<file path="config.mk">
export PLATFORM = sky130hd
export DESIGN_NAME = ysyx_22040895_immgen
export DESIGN_NICKNAME = d
export VERILOG_FILES = /design/src/rtl/ysyx_22040895_immgen_pkg.sv /design/src/rtl/ysyx_22040895_immdec.sv /design/src/rtl/ysyx_22040895_immgen.sv
export SDC_FILE = /design/constraint.sdc
export NUM_CORES = 1
export LEC_CHECK = 0
export BUFFER_PORTS_ARGS = -buffer_cell sky130_fd_sc_hd__buf_2
export CORE_MARGIN = 5
export CORE_UTILIZATION = 25
export CTS_BUF_LIST = sky130_fd_sc_hd__clkbuf_8 sky130_fd_sc_hd__clkbuf_16
export CTS_CLUSTER_SIZE = 40
export DETAILED_ROUTE_END_ITERATION = 10
export GPL_ROUTABILITY_DRIVEN = 1
export PLACE_DENSITY = 0.47
export SYNTH_ARGS = -nofsm -noshare
export SYNTH_HDL_FRONTEND = slang
export SYNTH_SLANG_ARGS = --single-unit
</file>
<file path="constraint.sdc">
create_clock -name clk -period 4.31 [get_ports clk]
set_input_delay 0.6465 -clock clk [delete_from_list [all_inputs] [get_ports clk]]
set_output_delay 0.6465 -clock clk [all_outputs]
set_load 0.005 [all_outputs]
</file>
<file path="src/rtl/ysyx_22040895_immgen_pkg.sv">
// Shared definitions for the immediate generator: format codes and buffer states.
package ysyx_22040895_immgen_pkg;

  typedef enum logic [2:0] {
    FmtI = 3'd0,
    FmtS = 3'd1,
    FmtB = 3'd2,
    FmtU = 3'd3,
    FmtJ = 3'd4,
    FmtZ = 3'd5
  } ysyx_22040895_fmt_e;

  typedef enum logic [1:0] {
    StEmpty = 2'd0,
    StOne   = 2'd1,
    StFull  = 2'd2
  } ysyx_22040895_state_e;

  localparam int unsigned ysyx_22040895_FmtWidth = 3;

endpackage

</file>
<file path="src/rtl/ysyx_22040895_immdec.sv">
// Combinational immediate decode and extension for RV formats I/S/B/U/J and CSR uimm.
module ysyx_22040895_immdec
  import ysyx_22040895_immgen_pkg::*;
#(
  parameter int unsigned XLEN    = 64,
  parameter int unsigned INSTLEN = 32
) (
  input  logic [INSTLEN-1:0]              inst_i,
  input  logic [ysyx_22040895_FmtWidth-1:0] fmt_i,
  output logic [XLEN-1:0]                 imm_o,
  output logic                            err_o
);

  logic [31:0] ins;
  logic [31:0] raw;
  logic        unused_opcode;

  assign ins           = inst_i[31:0];
  assign unused_opcode = ^ins[6:0];

  // Every format is first sign-extended to 32 bits; Z has a zero top bit so the
  // common widening below zero-extends it.
  always_comb begin
    raw   = '0;
    err_o = 1'b0;
    case (fmt_i)
      FmtI:    raw = {{20{ins[31]}}, ins[31:20]};
      FmtS:    raw = {{20{ins[31]}}, ins[31:25], ins[11:7]};
      FmtB:    raw = {{19{ins[31]}}, ins[31], ins[7], ins[30:25], ins[11:8], 1'b0};
      FmtU:    raw = {ins[31:12], 12'b0};
      FmtJ:    raw = {{11{ins[31]}}, ins[31], ins[19:12], ins[20], ins[30:21], 1'b0};
      FmtZ:    raw = {27'b0, ins[19:15]};
      default: err_o = 1'b1;
    endcase
  end

  if (XLEN > 32) begin : g_ext
    assign imm_o = {{(XLEN-32){raw[31]}}, raw};
  end else begin : g_narrow
    assign imm_o = raw[XLEN-1:0];
  end

endmodule

</file>
<file path="src/rtl/ysyx_22040895_immgen.sv">
// Immediate generator with a registered 2-entry output buffer and valid/ready handshakes.
module ysyx_22040895_immgen
  import ysyx_22040895_immgen_pkg::*;
#(
  parameter int unsigned XLEN    = 64,
  parameter int unsigned INSTLEN = 32
) (
  input  logic               clk,
  input  logic               rst,
  input  logic               flush_i,
  input  logic               in_valid_i,
  output logic               in_ready_o,
  input  logic [INSTLEN-1:0] inst_i,
  input  logic [2:0]         fmt_i,
  output logic               out_valid_o,
  input  logic               out_ready_i,
  output logic [XLEN-1:0]    imm_o,
  output logic               err_o
);

  ysyx_22040895_state_e state_q, state_d;
  logic                 in_ready_q;
  logic [XLEN-1:0]      imm0_q, imm0_d, imm1_q, imm1_d;
  logic                 err0_q, err0_d, err1_q, err1_d;
  logic [XLEN-1:0]      dec_imm;
  logic                 dec_err;
  logic                 push, pop, push_ok;

  ysyx_22040895_immdec #(
    .XLEN    (XLEN),
    .INSTLEN (INSTLEN)
  ) u_immdec (
    .inst_i (inst_i),
    .fmt_i  (fmt_i),
    .imm_o  (dec_imm),
    .err_o  (dec_err)
  );

  assign push    = in_valid_i && in_ready_q;
  assign pop     = out_valid_o && out_ready_i;
  assign push_ok = push && !flush_i;

  always_comb begin
    state_d = state_q;
    imm0_d  = imm0_q;
    err0_d  = err0_q;
    imm1_d  = imm1_q;
    err1_d  = err1_q;
    case (state_q)
      StEmpty: begin
        if (push) state_d = StOne;
        if (push_ok) begin
          imm0_d = dec_imm;
          err0_d = dec_err;
        end
      end
      StOne: begin
        if (push && !pop) state_d = StFull;
        else if (!push && pop) state_d = StEmpty;
        // Slot 0 is always the head; a simultaneous pop lets the new entry take it.
        if (push_ok && pop) begin
          imm0_d = dec_imm;
          err0_d = dec_err;
        end else if (push_ok) begin
          imm1_d = dec_imm;
          err1_d = dec_err;
        end
      end
      StFull: begin
        if (pop) begin
          state_d = StOne;
          imm0_d  = imm1_q;
          err0_d  = err1_q;
        end
      end
      default: state_d = StEmpty;
    endcase
    if (flush_i) state_d = StEmpty;
  end

  always_ff @(posedge clk) begin
    if (!rst) begin
      state_q    <= StEmpty;
      in_ready_q <= 1'b1;
      imm0_q     <= '0;
      err0_q     <= 1'b0;
      imm1_q     <= '0;
      err1_q     <= 1'b0;
    end else begin
      state_q    <= state_d;
      in_ready_q <= (state_d != StFull);
      imm0_q     <= imm0_d;
      err0_q     <= err0_d;
      imm1_q     <= imm1_d;
      err1_q     <= err1_d;
    end
  end

  assign in_ready_o  = in_ready_q;
  assign out_valid_o = (state_q != StEmpty);
  assign imm_o       = imm0_q;
  assign err_o       = err0_q;

endmodule

</file>
After elaboration in Yosys (flattened, before gate mapping)
Index checks and enable logic that the tools add are counted.
{"block": "word_totals", "register_bits": 101, "latchBits": 0, "mem_bits_rw": 0, "romBits": 0, "in_bits": 40, "out_inout_bits": 67, "word_cells": 50, "mem_count": 0}
{"block": "op_classes", "n_addsub": 0, "mul": 0, "n_div": 0, "magnitude_cmp": 0, "eq_ne": 11, "n_shift": 0, "mux": 16, "n_bitwise": 1, "reduce_logical": 16}
{"operator": "64-bit two-way mux", "count": 3}
{"operator": "32-bit one-hot mux with 6 select lines", "count": 1}
{"operator": "64-bit one-hot mux with 3 select lines", "count": 1}
{"operator": "2-bit two-way mux", "count": 5}
{"operator": "2-bit != test, second input constant", "count": 4}
{"operator": "3-bit by 2-bit equality test with 1-bit output, second input constant", "count": 2}
{"operator": "3-bit equality test, second input constant", "count": 2}
{"operator": "1-bit logical AND", "count": 6}
{"operator": "2-bit one-hot mux with 3 select lines", "count": 1}
{"operator": "6-bit OR reduction", "count": 1}
{"operator": "1-bit two-way mux", "count": 4}
{"operator": "4-bit AND reduction", "count": 1}
{"operator": "3-bit by 1-bit equality test with 1-bit output, second input constant", "count": 1}
{"operator": "1-bit logical NOT", "count": 3}
{"operator": "3-bit logical NOT", "count": 1}
{"operator": "1-bit one-hot mux with 3 select lines", "count": 1}
{"operator": "3-bit AND reduction", "count": 1}
{"operator": "3-bit nonzero test", "count": 1}
{"operator": "2-bit by 1-bit equality test with 1-bit output, second input constant", "count": 1}
{"operator": "2-bit equality test, second input constant", "count": 1}
{"operator": "2-bit logical NOT", "count": 1}
{"operator": "2-bit nonzero test", "count": 1}
{"operator": "1-bit NOT", "count": 1}

Depth between registers and ports, before layout
{"block": "logic_depth", "ltp_word": 8, "depth_mapped": 7, "mapped_depth_nobuf": 4}

Hierarchy
From an unflattened synthesis, not the netlist that was laid out.
{"block": "hier_totals", "cells_unflattened": 703, "hier_area_um2": 6123.4}
{"mod": "ysyx_22040895_immgen", "n_inst": 1, "cells_per_inst": 589, "area_each_um2": 5337.6, "seq_area_each_um2": 2662.6}
{"mod": "ysyx_22040895_immdec", "n_inst": 1, "cells_per_inst": 114, "area_each_um2": 785.8, "seq_area_each_um2": 0.0}

Least setup slack after synthesis
No wires, ideal clock.
{"block": "synth_timing", "path_type": "in2reg", "startpoint": "input port fmt_i[2]", "endpoint": "register imm0_q[4], in the netlist imm_o[4]", "setup_time_ns": 0.119, "arrival_ns": 1.842, "required_time_ns": 4.191, "slack_ns": 2.349, "path_stages": 6, "n_path_buf": 2, "cell_sequence": "buf_2 -> buf_2 -> mux2_2 -> a211oi_1 -> nor2_1 -> o221a_1"}
{"block": "synth_between", "elab_chain_cells": 4, "elab_cells_between_ends": 10, "classes_between": "5 x eq/ne; 4 x mux; 1 x reduce/logical"}
{"item": "start: declaration", "line_no": "ysyx_22040895_immgen.sv:14", "text": "input logic [2:0] fmt_i,"}
{"item": "3-bit equality test, or another cell as far along", "line_no": "ysyx_22040895_immdec.sv:26", "text": "case (fmt_i)"}
{"item": "32-bit one-hot mux with 6 select lines *", "line_no": "ysyx_22040895_immdec.sv:26"}
{"item": "64-bit two-way mux, on equally long branches", "line_no": "ysyx_22040895_immgen.sv:61, ysyx_22040895_immgen.sv:52"}
{"item": "64-bit one-hot mux with 3 select lines *", "line_no": "ysyx_22040895_immgen.sv:49", "text": "case (state_q)"}
{"item": "end signal: assignment", "line_no": "ysyx_22040895_immgen.sv:92", "text": "imm0_q <= imm0_d;"}
{"item": "end: declaration", "line_no": "ysyx_22040895_immgen.sv:23", "text": "logic [XLEN-1:0] imm0_q, imm0_d, imm1_q, imm1_d;"}
Every way passes the cells marked *; elsewhere a longest branch is shown, timed or not. The select of a mux whose other input is x is not followed.
A chain may end at the register's enable or synchronous reset.

Final worst setup path
{"block": "layout_timing", "startpoint": "input port flush_i", "endpoint": "register imm0_q[17], in the netlist imm_o[17]"}
{"block": "layout_between", "elab_chain_cells": 5, "elab_cells_between_ends": 6, "classes_between": "2 x eq/ne; 4 x reduce/logical"}
{"item": "start: declaration", "line_no": "ysyx_22040895_immgen.sv:10", "text": "input logic flush_i,"}
{"item": "1-bit logical NOT *", "line_no": "ysyx_22040895_immgen.sv:41", "text": "assign push_ok = push && !flush_i;"}
{"item": "1-bit logical AND *", "line_no": "ysyx_22040895_immgen.sv:41"}
{"item": "1-bit logical AND", "line_no": "ysyx_22040895_immgen.sv:61", "text": "if (push_ok && pop) begin"}
{"item": "2-bit != test (no source line)"}
{"item": "4-bit AND reduction (no source line) *"}
Every way passes the cells marked *; elsewhere a longest branch is shown, timed or not.

==> results.json <==
{
  "worstPathRequired_ns": 4.58,
  "antenna_found_initial": 0,
  "r2r-end": "imm_o[17]$_SDFFE_PN0P_",
  "fin_crit_ns": 2.39,
  "min_period_over_period_pct": 55.5,
  "ir_drop_v": 0.000172,
  "core_um2": 14600,
  "cts_buffers": 9,
  "slew_headroom_pct": 32.7,
  "dr.pass1.iters": 4,
  "ant_nets": 0,
  "place_congestion": 0.810,
  "portBuffers": 99,
  "crit_arrival_ns": 2.66,
  "seq_power_share_pct": 39.4,
  "finalSetupViolCount": 0,
  "worstHoldStart": "err_o$_SDFFE_PN0P_",
  "synth_seq_cells": 69,
  "initialDrtViolationCount": 165,
  "fin_worst_skew_ns": 0.00633,
  "htreeDepth": 3,
  "rr_worst_depth": 5,
  "antenna-diode-count": 0,
  "avgSynthCellArea_um2": 9.08,
  "status": "completed",
  "cts_root_buf": "clkbuf_16",
  "synthArstFlopShare_pct": 0,
  "maxCapViolations": 0,
  "die_h_um": 133,
  "drc": 0,
  "nets": 496,
  "post-cts-setup-buffer-count": 0,
  "p_comb_share_pct": 14.6,
  "grt_pass1_wl_mm": 17.6,
  "ctsHoldBuffers": 0,
  "synth-edff-count": 0,
  "finalSetupTns_ns": 0,
  "post-dp-hpwl_mm": 7.42,
  "ys_types": 44,
  "powerDensity_nw_per_um2": 398,
  "vias": 3307,
  "syn-num-nets": 455,
  "whs_path_depth": 2,
  "fillers": 1553,
  "ys_seq_area_share_pct": 36.6,
  "r2r_start": "state_q[1]$_SDFF_PN0_",
  "yosys_warnings": 0,
  "synth_top_cell_area_share_pct": 36.6,
  "hold_end": "err_o$_SDFFE_PN0P_",
  "leakage_nw": 2.03,
  "hold_path.class": "reg -> reg",
  "clock_path_buffers": 2,
  "dieArea_um2": 17600,
  "drive_gt1_share_pct": 28.2,
  "overflow": 0,
  "cp-end-kind": "flip-flop",
  "initial_core_util_pct": 25.7,
  "synth_ff_type": "dfxtp_1",
  "internal_power_mw": 1.32,
  "syn_area_um2": 3770,
  "clock_latency_ns": 0.33,
  "cts-resized-gates": 0,
  "die_w_um": 133,
  "rsz0062_at_grt": "false",
  "area_growth_syn_to_layout_pct": 17.1,
  "fmax_ghz": 0.418,
  "criticalPathCategory": "in -> reg",
  "switching_share_pct": 25.0,
  "path_max_fanout": 26,
  "rows": 44,
  "multi_input_area_um2": 1940,
  "io_pins": 107,
  "worst-r2r-setup-slack_ns": 1.96,
  "slew_viol_final": 0,
  "routedWlPerCell_um": 17.3,
  "pwr-share-clk_pct": 46.1,
  "clk_pin_slew_ns": 0.06,
  "hold_violations": 0,
  "final_util_pct": 30.1,
  "synth_area_leaders": "dfxtp_1 (37%), buf_4 (6.4%), o221a_1 (6.3%)",
  "yosys.area.top_type": "dfxtp_1",
  "worstSetupStartpointType": "primary input",
  "switchingPower_mw": 0.438,
  "regArea_um2": 1380,
  "cts_tree": "done",
  "grt_max_degree": 42,
  "cts.sinks": 69,
  "grtUsageTotal_pct": 12.6,
  "routed_wl_mm": 11.2,
  "viasPerCell": 5.13,
  "grt_pass1_vias": 3160,
  "syn_inst": 415,
  "tightest_slew_ns": 1.01
}
## layout by cell type, fill, tap and decap left out, types with 7 or more instances in the layout
cell type | synthesis | final
buf_2 | 8 | 99
dfxtp_1 | 69 | 69
nand2_1 | 45 | 45
o21a_1 | 25 | 25
o221a_1 | 21 | 21
a21oi_1 | 18 | 18
o211a_1 | 17 | 17
nor4bb_1 | 14 | 14
nor2_1 | 15 | 14
a22oi_1 | 12 | 12
nor2b_1 | 10 | 10
clkbuf_16 | 0 | 9
and4b_1 | 8 | 8
a21o_1 | 8 | 8
o31ai_1 | 8 | 8
nand3_1 | 7 | 7
nor4_1 | 7 | 7
## logic make-up (layout without fill, tap and decap cells)
kind of cell	Yosys count	in the layout	share of synthesized area [%]
AO/OA/AOI/OAI	138	138	29.7
multiplexers	6	6	1.73
adder cells (fa/ha/maj)	1	1	0.266
flip-flops	69	69	36.6
AND/OR/NAND/NOR	126	126	19.8
buffers and inverters	75	121	11.9
## cells in the mapped netlist, drive strengths merged, types with 8 or more instances
| master | count |
|---|---|
| a21boi | 10 |
| a21o | 8 |
| a21oi | 19 |
| a22oi | 12 |
| and4b | 8 |
| buf | 45 |
| clkbuf | 28 |
| dfxtp | 69 |
| nand2 | 45 |
| nor2 | 15 |
| nor2b | 10 |
| nor4bb | 14 |
| o211a | 17 |
| o21a | 25 |
| o221a | 24 |
| o31ai | 8 |
## critical path: stages
cell and delay [ns]:
buf_2 0.12, nand4bb_1 0.36, a21oi_2 0.51, or2_1 0.35, buf_4 0.40, o221a_1 0.25
## metal layers
| layer | global-route usage (%) | part of all wire [%] | vias to the layer above | wire (um) |
|---|---|---|---|---|
| met5 | 0 | 0 | - | 0 |
| met4 | 4.68 | 1.5 | 0 | 162 |
| met3 | 3.68 | 6.5 | 12 | 726 |
| met2 | 19.2 | 45 | 108 | 4990 |
| met1 | 16.9 | 47 | 1589 | 5280 |
| li1 | - | - | 1598 | - |
## power groups by stage
stage | registers (mW) | clock network [mW] | logic (mW)
after global routing | 0.696 | 0.861 | 0.282
after global placement | 0.704 | 0 | 0.257
final | 0.691 | 0.808 | 0.256
after floorplan | 0.703 | 0 | 0.189
after detailed placement | 0.705 | 0 | 0.258
after CTS | 0.691 | 0.831 | 0.259
## worst max-delay path by stage
| stage | slack [ns] | endpoint | depth (start not counted) | start |
|---|---|---|---|---|
| after floorplan | 2.35 | imm_o[4]$_SDFFE_PN0P_ | 6 | fmt_i[2] |
| after global placement | 1.64 | imm_o[23]$_SDFFE_PN0P_ | 6 | flush_i |
| after detailed placement | 1.59 | imm_o[23]$_SDFFE_PN0P_ | 6 | flush_i |
| after CTS | 1.94 | imm_o[17]$_SDFFE_PN0P_ | 6 | flush_i |
| after global routing | 1.77 | imm_o[11]$_SDFFE_PN0P_ | 5 | state_q[1]$_SDFF_PN0_ |
| final | 1.92 | imm_o[17]$_SDFFE_PN0P_ | 6 | flush_i |
## metrics by stage
stage | setup slack [ns] | instance area [um2] | power [mW] | hold slack, ns | instances
6_report | 1.92 | 4410 | 1.76 | 0.457 | 645
5_1_grt | 1.77 | 4410 | 1.84 | 0.469 | 645
4_1_cts | 1.94 | 4410 | 1.78 | 0.460 | 645
3_5_place_dp | 1.59 | 4090 | 0.962 | 0.452 | 629
3_3_place_gp | 1.64 | 4090 | 0.962 | 0.441 | 629
2_1_floorplan | 2.35 | 3770 | 0.892 | 0.435 | 415
## registers in the layout (all words and copies together), names as in the netlist
signal and count:
imm1_q 32, imm_o 32, state_q 2, err1_q 1, err_o 1, in_ready_o 1
## layout make-up
cell class | instances | area share (%)
clock buffers | 11 | 5.73
clock inverters | 5 | 1.70
inverters | 2 | 0.170
multi-input cells | 271 | 44.0
flip-flops and latches | 69 | 31.3
well taps | 184 | 5.22
repair buffers | 103 | 11.9
No activity file was read; power rests on OpenSTA's default activity.
